File: src/rtl/ctrl_sequencer.sv
// ctrl_sequencer: clocked instruction decoder and sequencer.
// It decodes the opcode and stretches ld/str over MEM_LAT wait cycles.
// It holds the Z/N compare flags used by conditional jumps.
// It runs the start/halt/done handshake with the top level.
//
// state    | meaning
// ---------+-------------------------------------------------------------
// S_IDLE   | out of reset, all outputs low, waiting for start
// S_EXEC   | executing the presented instruction (first cycle of ld/str)
// S_MEMWAIT| extra ld/str cycles, wait counter counts down to 0
// S_HALT   | program halted, done high until the next start
module ctrl_sequencer #(
  parameter int OPWIDTH   = 3,
  parameter int MCODEBITS = 4,
  parameter int MEM_LAT   = 2
) (
  input  logic                 clk,
  input  logic                 rst_n,
  input  logic                 start,
  input  logic [MCODEBITS-1:0] instr,
  input  logic                 alu_zero,
  input  logic                 alu_neg,
  output logic                 PCEn,
  output logic                 UncondJump,
  output logic                 BranchTaken,
  output logic                 RdMem,
  output logic                 WrMem,
  output logic                 IType,
  output logic                 RegWrite,
  output logic                 Movf,
  output logic [OPWIDTH-1:0]   ALUOp,
  output logic                 done,
  output logic                 illegal
);

  localparam int CW = (MEM_LAT > 0) ? $clog2(MEM_LAT + 1) : 1;
  localparam logic [CW-1:0] WAIT_INIT = CW'((MEM_LAT > 0) ? MEM_LAT - 1 : 0);

  localparam logic [1:0] S_IDLE    = 2'd0;
  localparam logic [1:0] S_EXEC    = 2'd1;
  localparam logic [1:0] S_MEMWAIT = 2'd2;
  localparam logic [1:0] S_HALT    = 2'd3;

  localparam logic [3:0] OP_JMP  = 4'b0000;
  localparam logic [3:0] OP_BEQ  = 4'b0001;
  localparam logic [3:0] OP_BNE  = 4'b0010;
  localparam logic [3:0] OP_BLT  = 4'b0011;
  localparam logic [3:0] OP_BGE  = 4'b0100;
  localparam logic [3:0] OP_ADD  = 4'b0101;
  localparam logic [3:0] OP_XOR  = 4'b0110;
  localparam logic [3:0] OP_STR  = 4'b0111;
  localparam logic [3:0] OP_LD   = 4'b1000;
  localparam logic [3:0] OP_NOP  = 4'b1001;
  localparam logic [3:0] OP_MOVF = 4'b1010;
  localparam logic [3:0] OP_SUB  = 4'b1011;
  localparam logic [3:0] OP_CMP  = 4'b1100;
  localparam logic [3:0] OP_LSL  = 4'b1101;
  localparam logic [3:0] OP_MOVI = 4'b1110;
  localparam logic [3:0] OP_HALT = 4'b1111;

  logic [1:0]    state_q, state_d;
  logic [CW-1:0] cnt_q, cnt_d;
  logic          z_q, z_d, n_q, n_d;
  logic          illegal_q, illegal_d;
  logic          upper_bad;
  logic [3:0]    opcode;
  logic          is_mem;
  logic          mem_last;

  // Any nonzero bit above the 4-bit opcode field makes the instruction illegal.
  if (MCODEBITS > 4) begin : g_upper
    assign upper_bad = |instr[MCODEBITS-1:4];
  end else begin : g_no_upper
    assign upper_bad = 1'b0;
  end

  assign opcode = upper_bad ? OP_NOP : instr[3:0];
  assign is_mem = (opcode == OP_LD) || (opcode == OP_STR);
  // Last cycle of a memory access: the wait counter has expired, or there is no wait at all.
  assign mem_last = (state_q == S_MEMWAIT) ? (cnt_q == '0) : (MEM_LAT == 0);

  // Next-state, wait counter, flag and sticky-illegal logic
  always_comb begin
    state_d   = state_q;
    cnt_d     = cnt_q;
    z_d       = z_q;
    n_d       = n_q;
    illegal_d = illegal_q;
    case (state_q)
      S_IDLE: if (start) state_d = S_EXEC;
      S_EXEC: begin
        if (upper_bad) illegal_d = 1'b1;
        if (opcode == OP_CMP) begin
          z_d = alu_zero;
          n_d = alu_neg;
        end
        if (is_mem && (MEM_LAT > 0)) begin
          state_d = S_MEMWAIT;
          cnt_d   = WAIT_INIT;
        end else if (opcode == OP_HALT) begin
          state_d = S_HALT;
        end
      end
      S_MEMWAIT: begin
        if (cnt_q == '0) state_d = S_EXEC;
        else             cnt_d   = cnt_q - CW'(1);
      end
      S_HALT: if (start) state_d = S_EXEC;
      default: state_d = S_IDLE;
    endcase
  end

  // State registers; reset returns to IDLE from anywhere, including MEMWAIT
  always_ff @(posedge clk or negedge rst_n) begin
    if (!rst_n) begin
      state_q   <= S_IDLE;
      cnt_q     <= '0;
      z_q       <= 1'b0;
      n_q       <= 1'b0;
      illegal_q <= 1'b0;
    end else begin
      state_q   <= state_d;
      cnt_q     <= cnt_d;
      z_q       <= z_d;
      n_q       <= n_d;
      illegal_q <= illegal_d;
    end
  end

  // Output decode from state, opcode and the registered flags
  always_comb begin
    PCEn        = 1'b0;
    UncondJump  = 1'b0;
    BranchTaken = 1'b0;
    RdMem       = 1'b0;
    WrMem       = 1'b0;
    IType       = 1'b0;
    RegWrite    = 1'b0;
    Movf        = 1'b0;
    ALUOp       = '0;
    done        = (state_q == S_HALT);
    if ((state_q == S_EXEC) || (state_q == S_MEMWAIT)) begin
      PCEn = 1'b1;
      case (opcode)
        OP_JMP: begin
          UncondJump  = 1'b1;
          BranchTaken = 1'b1;
        end
        OP_BEQ: BranchTaken = z_q;
        OP_BNE: BranchTaken = ~z_q;
        OP_BLT: BranchTaken = n_q;
        OP_BGE: BranchTaken = ~n_q;
        OP_ADD: RegWrite = 1'b1;
        OP_XOR: begin
          RegWrite = 1'b1;
          ALUOp    = OPWIDTH'(3'b011);
        end
        OP_STR: begin
          WrMem = 1'b1;
          PCEn  = mem_last;
        end
        OP_LD: begin
          RdMem    = 1'b1;
          PCEn     = mem_last;
          RegWrite = mem_last;
        end
        OP_MOVF: begin
          Movf     = 1'b1;
          RegWrite = 1'b1;
        end
        OP_SUB: begin
          RegWrite = 1'b1;
          ALUOp    = OPWIDTH'(3'b110);
        end
        OP_CMP: ALUOp = OPWIDTH'(3'b111);
        OP_LSL: begin
          IType    = 1'b1;
          RegWrite = 1'b1;
          ALUOp    = OPWIDTH'(3'b001);
        end
        OP_MOVI: begin
          IType    = 1'b1;
          RegWrite = 1'b1;
        end
        OP_HALT: PCEn = 1'b0;
        default: ;
      endcase
    end
  end

  assign illegal = illegal_q;

endmodule

File: config.mk
export PLATFORM = sky130hd
export DESIGN_NAME = ctrl_sequencer
export DESIGN_NICKNAME = d
export VERILOG_FILES = /design/src/rtl/ctrl_sequencer.sv
export SDC_FILE = /design/constraint.sdc
export NUM_CORES = 1
export LEC_CHECK = 0
export BUFFER_PORTS_ARGS = -buffer_cell sky130_fd_sc_hd__buf_2
export CORE_AREA = 2 2 41 43
export CTS_BUF_LIST = sky130_fd_sc_hd__clkbuf_16
export DETAILED_ROUTE_END_ITERATION = 12
export DIE_AREA = 0 0 43 45
export PLACE_DENSITY_LB_ADDON = 0.2
export RECOVER_POWER = 50
export SYNTH_ARGS = -nofsm -noshare
export SYNTH_HDL_FRONTEND = slang
export SYNTH_SLANG_ARGS = --single-unit
File: constraint.sdc
create_clock -name clk -period 1.9 [get_ports clk]
set_clock_uncertainty 0.05 [all_clocks]
set_input_delay 0.19 -clock clk [delete_from_list [all_inputs] [get_ports clk]]
set_output_delay 0.19 -clock clk [all_outputs]
set_load 0.005 [all_outputs]
==> reports/summary.txt <==
critical path's slowest cell = dfrtp_1
setup_tns = 0 ps
core area = 0.00147 sq mm
fmax = 576 MHz
Layout Nets = 114
Tot GR Track Use = 0.168
Startpoint Class = register
antenna-violating nets left = 0
CP endpoint kind = output port
period utilisation layout = 0.914
die width = 43 microns
syn_area_per_cell = 7.78 sq um
gr ovfl total = 0
status = complete, no violations
DRC violation count after routing = 0
DR vias/cell = 5.63
die height = 45 microns
Final Power = 1.05 mW
largest net degree at the start of global routing = 16
most frequent cells in the layout = buf_2 (17), inv_1 (8), dfrtp_1 (6), nor2_1 (5), nor3_1 (5)
Yosys cell types = 38
Crit Path Class = register to output port
vias in the first global route = 568
H-Tree Depth = 1
clock slew at reported path FFs = 30 ps
critical path's most frequent cell = inv_1
required time of the critical path = 1660 ps
drt wl/cell = 12.5 microns
wirelength, routed = 1.44 mm
commonest non-fill, non-tap cell in the layout = buf_2
min Tclk post-route = 1740 ps
worst setup margin = 164 ps
Worst-Skew Late Latency = 220 ps
share of cells above drive strength 1 = 0.273
register area share after synthesis = 0.235
die area = 0.00194 sq mm
FF+latch count, synth = 6
crit path max fanout = 9
CP peak stage delay = 400 ps
Core Rows = 14
CP top delay family = flip-flops
Max Slew Vio Count = 0
Synth area leader = dfrtp_1
# diodes = 0
Final Hold Viols = 0
crit path cell chain = inv_1, ha_2, inv_1, and3_1, buf_2
initial antenna violation count = 0
first-pass GRT wire length = 2.44 mm
ranking of synthesized cells by area = dfrtp_1 (24%), ha_1 (7.8%), inv_1 (4.7%), buf_2 (3.9%), nor3_1 (3.9%)
Max Cap Viol = 0
Peak supply drop = 0.985 mV
I/O pins = 22
crit path buf inv count = 3
clock root cell = clkbuf_16
fill count = 145
TritonCTS Sinks = 6
DP Wirelength = 1.02 mm
P per Cell Area = 1300 mW/mm^2
register area = 150 sq um
I/O Buffers = 20
CTS tree = yes
Area Growth Syn to Fin = 27.3%
Starting DRT DRC Count = 6
CTS buffer count = 3
endpoints failing setup = 0
WP data arrival = 1500 ps
Pleak = 0.380 nW
Starting Density = 0.434
Placement Setup Slack = 149 ps
Multi-input gate area = 430 sq um
Synthesized Nets = 95
share of the synthesized area in the top cell type = 0.235
Final Wtd Congestion = 0.798
Post-Syn Instances = 82
Max clock buf depth = 2
DR pass1 iterations = 4
Worst Hold Class = input port to register
Yosys warnings = 0
post-synthesis cell area = 638 sq um
via count = 647
RSZ-0062 raised after global routing = false
final hold slack = 153 ps
post-CTS setup buffers = 0
## final cells by class
| cell class | count | area share |
|---|---|---|
| Clock buffer | 3 | 0.0924 |
| Inverter | 8 | 0.0370 |
| Multi-Input combinational cell | 61 | 0.530 |
| Sequential cell | 6 | 0.185 |
| Tap cell | 16 | 0.0247 |
| Timing Repair Buffer | 21 | 0.131 |
## what timing repair did
| item | in CTS | in global routing |
|---|---|---|
| resized for setup | 0 | 2 |
| hold endpoints to repair | 6 | 0 |
| endpoints found under the setup margin | 0 | 4 |
| hold buffers | 1 | 0 |
## synthesized netlist by cell type
master	instances
a21o_1	1
mux2i_1	1
or3_1	2
ha_1	4
a21oi_1	4
nor3b_1	1
a21boi_0	1
a2bb2oi_2	1
clkbuf_1	1
and3_1	2
nor4b_1	2
nand2_1	4
nor2_2	1
dfrtp_1	6
o32a_1	1
a41oi_1	1
a2bb2oi_1	1
buf_4	1
a311oi_1	1
a31oi_1	1
nand4_1	1
inv_1	8
a21boi_1	1
conb_1	1
nor2_1	5
xnor2_1	1
o22ai_1	3
o21ai_0	2
mux2_2	2
o211ai_1	1
o21a_1	2
nand3_1	3
nor3_1	5
nand2b_1	2
o22a_1	1
nor2b_2	1
buf_2	5
a32oi_1	1
## flip-flops by register name (all words and copies together) (netlist names)
name and count:
cnt_q 2, state_q 2, n_q 1, z_q 1
## final timing paths
kind	endpoint	slack, ps	startpoint	depth (start not counted)
worst max-delay path	ALUOp[2]	160	state_q[0]	5
worst min-delay path	z_q	150	alu_zero	2
worst max register to register	state_q[0]	250	state_q[0]	6
worst min register to register	z_q	480	z_q	1
max in group asynchronous	n_q	1230	rst_n	2
min in group asynchronous	cnt_q[1]	330	rst_n	2
## per-layer routing
metal  GRT usage  share of wire  routed length, microns
met1       0.221           0.47                     677
met2       0.279           0.48                     684
met3      0.0120          0.045                      65
met4      0.0909         0.0056                       8
met5           0              0                       0
## logic make-up (layout without fill, tap and decap cells)
logic type,count (synthesis),in the layout,share of synthesized area
AND/OR/NAND/NOR,29,29,0.247
AO/OA/AOI/OAI,23,23,0.265
buffers and inverters,15,32,0.104
flip-flops,6,6,0.235
adder cells (fa/ha/maj),4,4,0.0784
multiplexers,3,3,0.0510
other,1,1,0.00588
XOR/XNOR,1,1,0.0137
## metrics by stage
stage          instances  utilization  cell area [sq um]
2_1_floorplan         82            -                638
3_3_place_gp         111        0.491                722
3_5_place_dp         111        0.491                722
4_1_cts              115        0.548                807
5_1_grt              115        0.552                812
6_report             115        0.552                812
## where the power goes
part | internal [mW] | switching (mW)
logic | 0.217 | 0.272
registers | 0.188 | 0.0482
clock network | 0.269 | 0.0597
total | 0.674 | 0.380
Power figures use the tool's default switching activity.
